<file path="src/rtl/image_ctrl_pkg.sv">
// Shared types and constants for the image sequencing controller.
package image_ctrl_pkg;

  typedef enum logic [3:0] {
    S_IDLE,
    S_CHECK,
    S_RST_LD,
    S_LOAD,
    S_RST_FL,
    S_FILTER,
    S_RST_SV,
    S_SAVE,
    S_DONE,
    S_ERR
  } state_t;

  localparam logic [1:0] ERR_NONE    = 2'd0;
  localparam logic [1:0] ERR_ZERO    = 2'd1;
  localparam logic [1:0] ERR_SIZE    = 2'd2;
  localparam logic [1:0] ERR_TIMEOUT = 2'd3;

  localparam int DEFAULT_TIMEOUT_CYCLES = 1 << 20;

endpackage

</file>
<file path="src/rtl/phase_timer.sv">
// Per-phase watchdog: counts active cycles and flags the last allowed cycle.
module phase_timer
  import image_ctrl_pkg::*;
#(
  parameter int TIMEOUT_CYCLES = DEFAULT_TIMEOUT_CYCLES
) (
  input  logic clk,
  input  logic rst,
  input  logic clear,
  input  logic en,
  output logic expired
);

  localparam int CW = (TIMEOUT_CYCLES > 2) ? $clog2(TIMEOUT_CYCLES) : 1;
  localparam logic [CW-1:0] LAST = CW'(TIMEOUT_CYCLES - 1);

  logic [CW-1:0] count;

  // Count active cycles; hold at the last value so it never wraps back to zero.
  always_ff @(posedge clk) begin
    if (rst || clear) begin
      count <= '0;
    end else if (en && (count != LAST)) begin
      count <= count + CW'(1);
    end
  end

  assign expired = en && (count == LAST);

endmodule

</file>
<file path="src/rtl/image_seq_ctrl.sv">
// Frame sequencer: runs loader, filter and saver in order and owns the image RAM port.
//
// state    | meaning
// ---------+--------------------------------------------------
// IDLE     | waiting for start
// CHECK    | validate latched frame size
// RST_LD   | engine reset pulse before load
// LOAD     | loader owns the RAM port
// RST_FL   | engine reset pulse before filter
// FILTER   | noise filter owns the RAM port
// RST_SV   | engine reset pulse before save
// SAVE     | saver reads the RAM (no writes)
// DONE     | one-cycle completion pulse
// ERR      | latch error code, return to IDLE
module image_seq_ctrl
  import image_ctrl_pkg::*;
#(
  parameter int DATA_WIDTH     = 8,
  parameter int ADDR_WIDTH     = 16,
  parameter int TIMEOUT_CYCLES = DEFAULT_TIMEOUT_CYCLES
) (
  input  logic                  clk,
  input  logic                  rst,
  input  logic                  start,
  input  logic [15:0]           M,
  input  logic [15:0]           N,
  input  logic                  loadF,
  input  logic                  filtF,
  input  logic                  saveF,
  input  logic [ADDR_WIDTH-1:0] ld_addr,
  input  logic [ADDR_WIDTH-1:0] fl_addr,
  input  logic [ADDR_WIDTH-1:0] sv_addr,
  input  logic                  ld_we,
  input  logic                  fl_we,
  input  logic [DATA_WIDTH-1:0] ld_wdata,
  input  logic [DATA_WIDTH-1:0] fl_wdata,
  output logic [ADDR_WIDTH-1:0] mem_addr,
  output logic                  mem_we,
  output logic [DATA_WIDTH-1:0] mem_wdata,
  output logic                  engRst,
  output logic                  loadEn,
  output logic                  filtEn,
  output logic                  saveEn,
  output logic [31:0]           dataCount,
  output logic                  busy,
  output logic                  done,
  output logic                  err,
  output logic [1:0]            errCode
);

  // 33 bits so a full 2^32 capacity would still be representable.
  localparam logic [32:0] CAPACITY = 33'(1) << ADDR_WIDTH;

  state_t     state, next_state;
  logic [1:0] err_next;
  logic       in_phase;
  logic       expired;

  assign in_phase = (state == S_LOAD) || (state == S_FILTER) || (state == S_SAVE);

  // The timer is held cleared outside phases, so it restarts at zero on every phase entry.
  phase_timer #(.TIMEOUT_CYCLES(TIMEOUT_CYCLES)) u_timer (
    .clk     (clk),
    .rst     (rst),
    .clear   (!in_phase),
    .en      (in_phase),
    .expired (expired)
  );

  // State register.
  always_ff @(posedge clk) begin
    if (rst) state <= S_IDLE;
    else     state <= next_state;
  end

  // Frame size latch and sticky error flag/code.
  always_ff @(posedge clk) begin
    if (rst) begin
      dataCount <= '0;
      err       <= 1'b0;
      errCode   <= ERR_NONE;
    end else if ((state == S_IDLE) && start) begin
      dataCount <= 32'(M) * 32'(N);
      err       <= 1'b0;
      errCode   <= ERR_NONE;
    end else if ((next_state == S_ERR) && (state != S_ERR)) begin
      err       <= 1'b1;
      errCode   <= err_next;
    end
  end

  // Next-state logic, state decode and RAM port mux.
  always_comb begin
    next_state = state;
    err_next   = ERR_NONE;
    engRst     = 1'b0;
    loadEn     = 1'b0;
    filtEn     = 1'b0;
    saveEn     = 1'b0;
    done       = 1'b0;
    busy       = (state != S_IDLE);
    mem_addr   = '0;
    mem_we     = 1'b0;
    mem_wdata  = '0;
    case (state)
      S_IDLE:   if (start) next_state = S_CHECK;
      S_CHECK: begin
        if (dataCount == '0) begin
          next_state = S_ERR;
          err_next   = ERR_ZERO;
        end else if ({1'b0, dataCount} > CAPACITY) begin
          next_state = S_ERR;
          err_next   = ERR_SIZE;
        end else begin
          next_state = S_RST_LD;
        end
      end
      S_RST_LD: begin
        engRst     = 1'b1;
        next_state = S_LOAD;
      end
      S_LOAD: begin
        loadEn    = 1'b1;
        mem_addr  = ld_addr;
        mem_we    = ld_we;
        mem_wdata = ld_wdata;
        if (loadF) begin
          next_state = S_RST_FL;
        end else if (expired) begin
          next_state = S_ERR;
          err_next   = ERR_TIMEOUT;
        end
      end
      S_RST_FL: begin
        engRst     = 1'b1;
        next_state = S_FILTER;
      end
      S_FILTER: begin
        filtEn    = 1'b1;
        mem_addr  = fl_addr;
        mem_we    = fl_we;
        mem_wdata = fl_wdata;
        if (filtF) begin
          next_state = S_RST_SV;
        end else if (expired) begin
          next_state = S_ERR;
          err_next   = ERR_TIMEOUT;
        end
      end
      S_RST_SV: begin
        engRst     = 1'b1;
        next_state = S_SAVE;
      end
      S_SAVE: begin
        saveEn   = 1'b1;
        mem_addr = sv_addr;
        if (saveF) begin
          next_state = S_DONE;
        end else if (expired) begin
          next_state = S_ERR;
          err_next   = ERR_TIMEOUT;
        end
      end
      S_DONE: begin
        done       = 1'b1;
        next_state = S_IDLE;
      end
      S_ERR:    next_state = S_IDLE;
      default:  next_state = S_IDLE;
    endcase
  end

endmodule

</file>
<file path="config.mk">
export PLATFORM = sky130hd
export DESIGN_NAME = image_seq_ctrl
export DESIGN_NICKNAME = d
export VERILOG_FILES = /design/src/rtl/image_ctrl_pkg.sv /design/src/rtl/phase_timer.sv /design/src/rtl/image_seq_ctrl.sv
export SDC_FILE = /design/constraint.sdc
export NUM_CORES = 1
export LEC_CHECK = 0
export BUFFER_PORTS_ARGS = -buffer_cell sky130_fd_sc_hd__buf_2
export CORE_MARGIN = 1.5
export CORE_UTILIZATION = 40
export DETAILED_ROUTE_END_ITERATION = 16
export PLACE_DENSITY = 0.68
export REMOVE_ABC_BUFFERS = 1
export SYNTH_ARGS = -nofsm -noshare
export SYNTH_HDL_FRONTEND = slang
export SYNTH_SLANG_ARGS = --single-unit
</file>
<file path="constraint.sdc">
create_clock -name clk -period 5.6 [get_ports clk]
set_input_delay 0 -clock clk [delete_from_list [all_inputs] [get_ports clk]]
set_output_delay 0 -clock clk [all_outputs]
set_load 0.05 [all_outputs]
</file>
# After elaboration in Yosys (flattened, before gate mapping)
# Index checks and enable logic that the tools add are counted.
[classes]
add_sub_neg = 1
multipliers = 1
n_lt_le_gt_ge = 1
eq_ne = 12
n_mux = 23
reduce_logical = 13
[ops]
columns = ["operator", "count"]
rows = [
  ["$pmux W16 S3", 1],
  ["$gt A32 B17 Y1 const B", 1],
  ["$logic_not A32 Y1", 1],
  ["$mul A16 B16 Y32", 1],
  ["$pmux W4 S8", 1],
  ["$mux W4", 7],
  ["$add A20 B1 Y20 const B", 1],
  ["$eq A20 B20 Y1 const B", 1],
  ["$ne A20 B20 Y1 const B", 1],
  ["$eq A4 B3 Y1 const B", 4],
  ["$pmux W8 S2", 1],
  ["$mux W2", 6],
  ["$eq A4 B2 Y1 const B", 2],
  ["$eq A4 B4 Y1 const B", 2],
  ["$pmux W2 S4", 1],
  ["$mux W1", 5],
  ["$eq A4 B1 Y1 const B", 1],
  ["$logic_and A1 B1 Y1", 4],
  ["$logic_not A4 Y1", 1],
  ["$ne A4 B4 Y1 const B", 1],
  ["$reduce_bool A4 Y1", 1],
  ["$logic_or A1 B1 Y1", 3],
  ["$reduce_or A3 Y1", 1],
  ["$pmux W1 S2", 1],
  ["2 further kinds", 2],
]
[totals]
register_bits = 59
input_bits = 104
out_inout_bits = 66
word_cells = 56

# Longest topological paths before layout
# Gate-level depths: netlist (run 1).
[logic_depth]
word_depth = 9
mapped_depth = 24
mapped_depth_nobuf = 22

# Cells and area by module
# A second synthesis (run 1) with hierarchy kept.
[unflattened]
hier_cells = 1402
area_unflattened_um2 = 11905.2
[modules_own_cells]
columns = ["module", "n_inst", "cells_per_inst", "area_each_um2", "seq_area_each_um2"]
rows = [
  ["image_seq_ctrl", 1, 1272, 10770.3, 780.7],
  ["phase_timer", 1, 130, 1134.8, 400.4],
]

# Worst setup path before layout (run 1)
# OpenSTA, ideal clock, no wires.
[synth_path]
path_type = "input to register"
startpoint = "input M[8]"
endpoint = "register dataCount[25]"
setup_ps = 117
arrival_ps = 5433
t_required_ps = 5483
slack_ps = 50
cell_stages = 19
path_buffers = 1
path_cell_list = "clkbuf_1 nand2_1 fa_1 inv_1 fa_1 fa_1 fa_1 fa_1 inv_1 fa_1 inv_1 ha_1 a21oi_1 o21ai_0 a221o_1 or2_1 a311oi_2 xnor2_1 a22o_1"
[synth_via]
elab_chain_len = 1
[synth_rtl]
columns = ["item", "line", "rtl"]
rows = [
  ["start, declared", "image_seq_ctrl.sv:25", "input logic [15:0] M,"],
  ["$mul A16 B16 Y32", "image_seq_ctrl.sv:83", "dataCount <= 32'(M) * 32'(N);"],
  ["end signal, assigned", "image_seq_ctrl.sv:83", ""],
  ["end, declared", "image_seq_ctrl.sv:44", "output logic [31:0] dataCount,"],
]
# Every way passes these cells.
# A chain may end at the register's enable or synchronous reset.

# Final worst setup path (run 1)
[layout_path]
startpoint = "input N[6]"
endpoint = "register dataCount[31]"
[layout_via]
elab_chain_len = 1
[layout_rtl]
columns = ["item", "line", "rtl"]
rows = [
  ["start, declared", "image_seq_ctrl.sv:26", "input logic [15:0] N,"],
  ["$mul A16 B16 Y32", "image_seq_ctrl.sv:83", ""],
]
# Every way passes these cells.

==> metrics.md, run 1 <==
| Metric | Value |
|---|---|
| Most frequent cell on the critical path | fa_1 |
| Hold_buf cts | 0 |
| Status | completed |
| Max_cap viols | 0 |
| Starting Density | 40.7% |
| Crit path launch type | primary input |
| Overall power | 9.19 mW |
| Die width | 171 um |
| DRT Pass-1 Iters | 6 |
| Commonest cells after routing, fill and taps aside | 239 x inv_1, 194 x fa_1, 187 x nand2_1, 169 x buf_2, 126 x and2_1 |
| First-pass GRT wire length | 50,600 um |
| Peak VDD IR | 0.799 mV |
| Core ar. | 27,800 um^2 |
| CTS Sinks | 59 |
| Post-layout nets | 1,940 |
| Clk slew on worst S/H paths | 0.05 ns |
| Vias in the first global route | 10,100 |
| Yosys Warn Count | 0 |
| Buf/Inv on CP | 7 |
| Post-CTS sizing | 0 |
| Final wirelength | 30,100 um |
| TritonCTS Buffers | 9 |
| Pleak | 6.85 nW |
| Post-CTS Setup Inserts | 0 |
| Antenna viol nets, final | 0 |
| Slew Viols, Final | 0 |
| DP Cell Count | 1,904 |
| Worst EP arrival | 5.57 ns |
| Final setup viols | 0 |
| Synthesized flop and latch total | 59 |
| Relative slew slack | 13.1% |
| Avg Inst Size Synth | 8.55 um^2 |
| Fmax | 185 MHz |
| Initial antenna violation count | 1 |
| HP Start | loadF |
| Starting DRT DRC Count | 669 |
| Post-route cell area | 13,400 um^2 |
| WHS Endpoint | state[2] |
| Hold Path Stages | 3 |
| Cell count of the worst reg-to-reg path | 7 |
| Slack of the critical path | 0.208 ns |
| Worst hold-check path type | in2reg |
| Area Growth Syn to Fin | 19.0% |
| Die area | 29,300 um^2 |
| Post-Route Setup TNS | 0 ns |
| Site row count | 61 |
| Root buf cell | clkbuf_16 |
| Final period util | 96.3% |
| Worst-margin pin slew | 1.30 ns |
| Area post-placement | 13,100 um^2 |
| Critical path endpoint category | register |
| FF-to-FF Start | state[1] |
| Synth unique cells | 68 |
| Async SR Flop Fraction | 0% |
| WHS | 0.0315 ns |
| # DRC | 0 |
| Total grt overflow | 0 |
| Crit Reg-Reg Endpoint | errCode[1] |
| GRT Resource Usage Total | 21.7% |
| Cell family with most CP delay | adder cells |
| Htree depth | 3 |
| EDFF count, synth | 0 |
| Top_reg_cell synth | dfxtp_1 |
| Crit path max fanout | 8 |
| Clk_lat worst skew | 0.33 ns |
| Layout Cells excl Fill | 1,920 |
| Avg WL per Cell | 15.7 um |
| Synthesized area | 11,300 um^2 |
| Via count | 9,781 |
| Routed vias/inst | 5.09 |
| Setup WS pre-CTS | -0.171 ns |
| Tmin final | 5.39 ns |
| Cell Pwr Density | 683 nW/um^2 |
| Ports | 170 |
| Register area share after synthesis | 10.5% |
| CP Class | in2reg |
| Gp weighted congestion | 0.896 |
| Final hold vios | 0 |
| Largest net degree at the start of global routing | 41 |
| CTS tree | built |
| Commonest non-fill, non-tap cell in the layout | inv_1 |
| Critical Path Max Stage Delay | 0.56 ns |
| Die Y | 171 um |
| R2r setup slk | 2.81 ns |
| Critical Path RT | 5.78 ns |
| Post-layout util | 48.4% |
| Crit path max-delay cell type | fa_1 |
| PortBufs | 169 |
| Clk buf depth | 2 |
| DP HPWL | 25,800 um |
| Antenna cells | 0 |
| Critical-path cell list | buf_2 > buf_4 > and2_1 > fa_1 > inv_1 > fa_1 > fa_1 > fa_1 > inv_1 > fa_1 > inv_1 > fa_1 > inv_1 > ha_1 > nand3_1 > nor3_2 > o31ai_2 > a211oi_2 > o211ai_1 > a21boi_0 > buf_4 > o2111a_1 > nor4_1 |
| Fraction of layout cells with a size suffix above 1 | 19.1% |
| Post-Synthesis Cells | 1,322 |
| Worst Skew | 0.00654 ns |
sequential cells by signal, indices dropped and copies added, names as in the netlist:
name and flops:
dataCount 32, errCode 2, state 4, err 1, u_timer.count 20
layer usage:
metal	share of wire (%)	track usage (%)	vias up	wire [um]
met1	44	28.8	4868	13200
met2	49	37.5	233	14800
met3	5.3	3.31	36	1590
met5	0	0	-	0
li1	-	-	4644	-
met4	1.8	4.04	0	537
report_power, final:
part	switching (mW)	internal [mW]	total [mW]
sequential	0.0784	0.507	0.586
combinational	4.38	3.68	8.06
clock	0.203	0.342	0.545
total	4.66	4.53	9.19
kinds of logic (layout without fill, tap and decap cells):
family | count (synthesis) | in the layout | share of synthesized area [%]
AOI/OAI and AO/OA | 175 | 175 | 11.0
adders and majority gates | 299 | 299 | 46.0
and+or+nand+nor | 463 | 463 | 20.4
muxes | 2 | 2 | 0.177
buffers and inverters | 297 | 517 | 9.92
DFF | 59 | 59 | 10.5
xor gates and xnor gates | 27 | 27 | 2.09
worst max-delay path by stage:
stage / from / end / cells past startpoint
6_report: N[6] / dataCount[31] / 23
5_1_grt: M[9] / dataCount[31] / 22
4_1_cts: N[6] / dataCount[31] / 23
3_5_place_dp: M[9] / dataCount[26] / 21
3_3_place_gp: N[6] / dataCount[25] / 20
2_1_floorplan: M[12] / dataCount[25] / 19
cell type report:
| type | instances | area, um^2 |
|---|---|---|
| well taps | 378 | 473 |
| fillers | 2669 | 14300 |
| clock buffers | 9 | 225 |
| multi-input cells | 966 | 9030 |
| inverters | 240 | 901 |
| flip-flops and latches | 59 | 1180 |
| clock inverters | 7 | 68.8 |
| repair buffers | 261 | 1560 |
Yosys cell counts, types with 2 or more instances:
cell	instances	area, um^2
nand3b_1	5	37.5
ha_1	105	1310
o21ai_1	3	15.0
inv_1	239	897
buf_1	3	11.3
o21ai_0	21	105
nand4_1	6	37.5
a21oi_1	51	255
xnor2_1	19	166
clkbuf_1	51	191
nor2_1	54	203
xor2_1	8	70.1
a21boi_0	3	22.5
or3_1	13	81.3
a21o_1	12	90.1
a222oi_1	17	170
nor3_1	11	55.1
o31ai_1	3	22.5
o21bai_1	3	22.5
and3_1	6	37.5
o211ai_1	5	37.5
nand2b_1	5	31.3
a31oi_1	6	37.5
nand3_1	20	100
o21a_1	8	60.1
nor2b_1	4	25.0
a211oi_1	7	52.6
nor4_1	8	50.1
a22o_1	13	114
nand2_1	187	702
mux2i_1	2	20.0
nand4b_1	2	17.5
buf_2	2	10.0
o41ai_1	2	17.5
and2_1	127	795
fa_1	194	3880
nor4b_1	4	35.0
a211o_1	3	26.3
and4_1	3	26.3
dfxtp_1	59	1180
worst reg2reg max path, delay by kind of cell, from the launching register on:
| kind | cells | cell delay [ns] |
|---|---|---|
| flip-flops | 1 | 0.51 |
| AO/OA/AOI/OAI | 3 | 0.86 |
| AND/OR/NAND/NOR | 4 | 1.30 |
No activity file was read; power rests on OpenSTA's default activity.
==> run 2, diff against run 1 <==
CORE_ASPECT_RATIO = 0.5   (was not set)
RECOVER_POWER = 100   (was not set)
==> metrics.md, run 2 (synthesis gave the netlist of run 1 again) <==
| Metric | Value |
|---|---|
| Slack of the critical path | 0.269 ns (+0.0610 ns) |
| Total grt overflow | 0 (unchanged) |
| Slew Viols, Final | 0 (unchanged) |
| Starting Density | 40.7% (about the same) |
| Max_cap viols | 0 (unchanged) |
| Die area | 29,300 um^2 (+0.21%) |
| Post-layout util | 47.6% (-0.75 points) |
| Post-layout nets | 1,925 (-0.77%) |
| Starting DRT DRC Count | 539 (-19%) |
| Critical Path Max Stage Delay | 0.54 ns (-0.02 ns) |
| Commonest cells after routing, fill and taps aside | 240 x inv_1, 194 x fa_1, 187 x nand2_1, 124 x and2_1 |
| Die Y | 122 um (-29%) |
| Worst Skew | 0.00684 ns (+0.000297 ns) |
| Antenna viol nets, final | 0 (unchanged) |
| Clk slew on worst S/H paths | 0.05 ns (about the same) |
| Largest Register | dataCount |
| Switch Pwr | 4.52 mW (-3.0%) |
| Max reg flops | 32 (unchanged) |
| Setup WS pre-CTS | -0.182 ns (-0.0105 ns) |
| Final hold vios | 0 (unchanged) |
| Post-route cell area | 13,200 um^2 (-1.6%) |
| Status | completed |
| Routed vias/inst | 5.05 (-0.89%) |
| GRT Resource Usage Total | 20.6% (-1.1 points) |
| Clk buf depth | 2 (unchanged) |
| Cell Pwr Density | 665 nW/um^2 (-2.6%) |
| Post-Route Setup TNS | 0 ns (unchanged) |
| PortBufs | 169 (unchanged) |
| Area post-placement | 13,000 um^2 (-0.82%) |
| Hold_buf cts | 0 (unchanged) |
| Avg WL per Cell | 15.8 um (+0.43%) |
| Gp weighted congestion | 0.884 (-1.4%) |
| Vias in the first global route | 9,334 (-7.5%) |
| Die width | 241 um (+41%) |
| Via count | 9,638 (-1.5%) |
| Area Growth Syn to Fin | 17.0% |
| Worst EP arrival | 5.54 ns (-0.03 ns) |
| Worst setup startpoint | M[9] |
| RSZ-0062 raised after global routing | no |
| Ports | 170 (unchanged) |
| Critical-path cell list | buf_2 > and2_1 > fa_1 > inv_1 > fa_1 > inv_1 > fa_1 > fa_1 > fa_1 > inv_1 > fa_1 > inv_1 > ha_1 > a21o_1 > a21oi_1 > nor2b_1 > o41a_1 > a32oi_1 > and4b_1 > xnor2_1 > a22o_1 |
| CTS tree | built |
| Combinational fraction of design power | 86.7% (-1.0 points) |
| # DRC | 0 (unchanged) |
| Worst hold-check path type | in2reg |
| Post-CTS Setup Inserts | 0 (unchanged) |
| Pleak | 6.51 nW (-5.0%) |
| Commonest non-fill, non-tap cell in the layout | inv_1 |
| Fmax | 188 MHz (+1.1%) |
| Clk_lat worst skew | 0.32 ns (about the same) |
| FF-to-FF Start | state[0] |
| Flop pwr share | 6.6% (+0.2 points) |
| Critical Path RT | 5.81 ns (+0.03 ns) |
| Initial antenna violation count | 1 (unchanged) |
| Largest net degree at the start of global routing | 41 (unchanged) |
| Root buf cell | clkbuf_16 |
| Crit path max fanout | 12 (+4) |
| Core ar. | 27,800 um^2 (about the same) |
| Internal power | 4.28 mW (-5.5%) |
| CP Class | in2reg |
| Peak VDD IR | 0.686 mV (-14%) |
| Sw Ratio | 51.4% (+0.64 points) |
| Final setup viols | 0 (unchanged) |
| Relative slew slack | 18.0% (+5.0 points) |
| Post-CTS sizing | 0 (unchanged) |
| Most frequent cell on the critical path | fa_1 |
| Top Registers | dataCount x32, u_timer.count x20, state x4 |
| Critical path endpoint category | register |
| DRT Pass-1 Iters | 7 (+1) |
| Overall power | 8.80 mW (-4.2%) |
| Crit path max-delay cell type | fa_1 |
| Fraction of layout cells with a size suffix above 1 | 13.2% (-5.9 points) |
| Final wirelength | 30,100 um (-0.14%) |
| CTS Sinks | 59 (unchanged) |
| Site row count | 43 (-30%) |
| TritonCTS Buffers | 9 (unchanged) |
| HP Start | loadF |
| Final period util | 95.2% (-1.1 points) |
| Htree depth | 3 (unchanged) |
| First-pass GRT wire length | 48,000 um (-5.1%) |
| Tmin final | 5.33 ns (-0.0610 ns) |
| Worst-margin pin slew | 1.23 ns (-0.0696 ns) |
| Clock power frac | 6.7% (+0.8 points) |
| DP HPWL | 25,800 um (-0.22%) |
| Antenna cells | 0 (unchanged) |
| Crit path launch type | primary input |
## run 2: path summary, 6_finish.rpt
check	end	slack (ns)	cells after the start
hold reg to reg	dataCount[17]	0.47	2
setup / recovery	dataCount[26]	0.27	21
setup reg to reg	errCode[1]	2.45	9
hold / removal	state[2]	0.02	3
## run 2: layout make-up
type                       instances  area (um^2)
fill                            2701        14500
clock inverter                     4         73.8
inverter                         240          901
multi-input combinational        966         8990
sequential                        59         1180
timing repair buffer             246         1350
clock buffer                      12          246
tap                              382          478
## run 2: power groups by stage
stage          Clock [mW]  Combinational [mW]  Sequential (mW)
4_1_cts             0.596                7.69            0.580
2_1_floorplan           0                5.19            0.786
5_1_grt             0.617                8.63            0.590
6_report            0.590                7.63            0.581
3_5_place_dp            0                7.64            0.588
3_3_place_gp            0                7.56            0.586
## run 2: through the flow
| step | std cells | hold WS, ns |
|---|---|---|
| 5_1_grt | 1909 | 0.0481 |
| 4_1_cts | 1909 | 0.0202 |
| 6_report | 1909 | 0.0239 |
| 3_3_place_gp | 1893 | 0.345 |
| 2_1_floorplan | 1265 | 0.0691 |
| 3_5_place_dp | 1893 | 0.365 |
## run 2: worst max-delay path: cells and delay by family
family	cells	cell delay [ns]
fa+ha+maj	7	3.41
simple gates	3	0.62
buf+inv	5	0.40
xor+xnor	1	0.09
compound gates	5	1.01
## run 2: layer usage
layer	global-route usage (%)	up-vias	share of wire, %
li1	-	4604	-
met1	28.7	4676	48
met2	34.9	330	45
met3	2.58	26	5.9
met4	3.62	2	1.4
met5	0	-	0.043
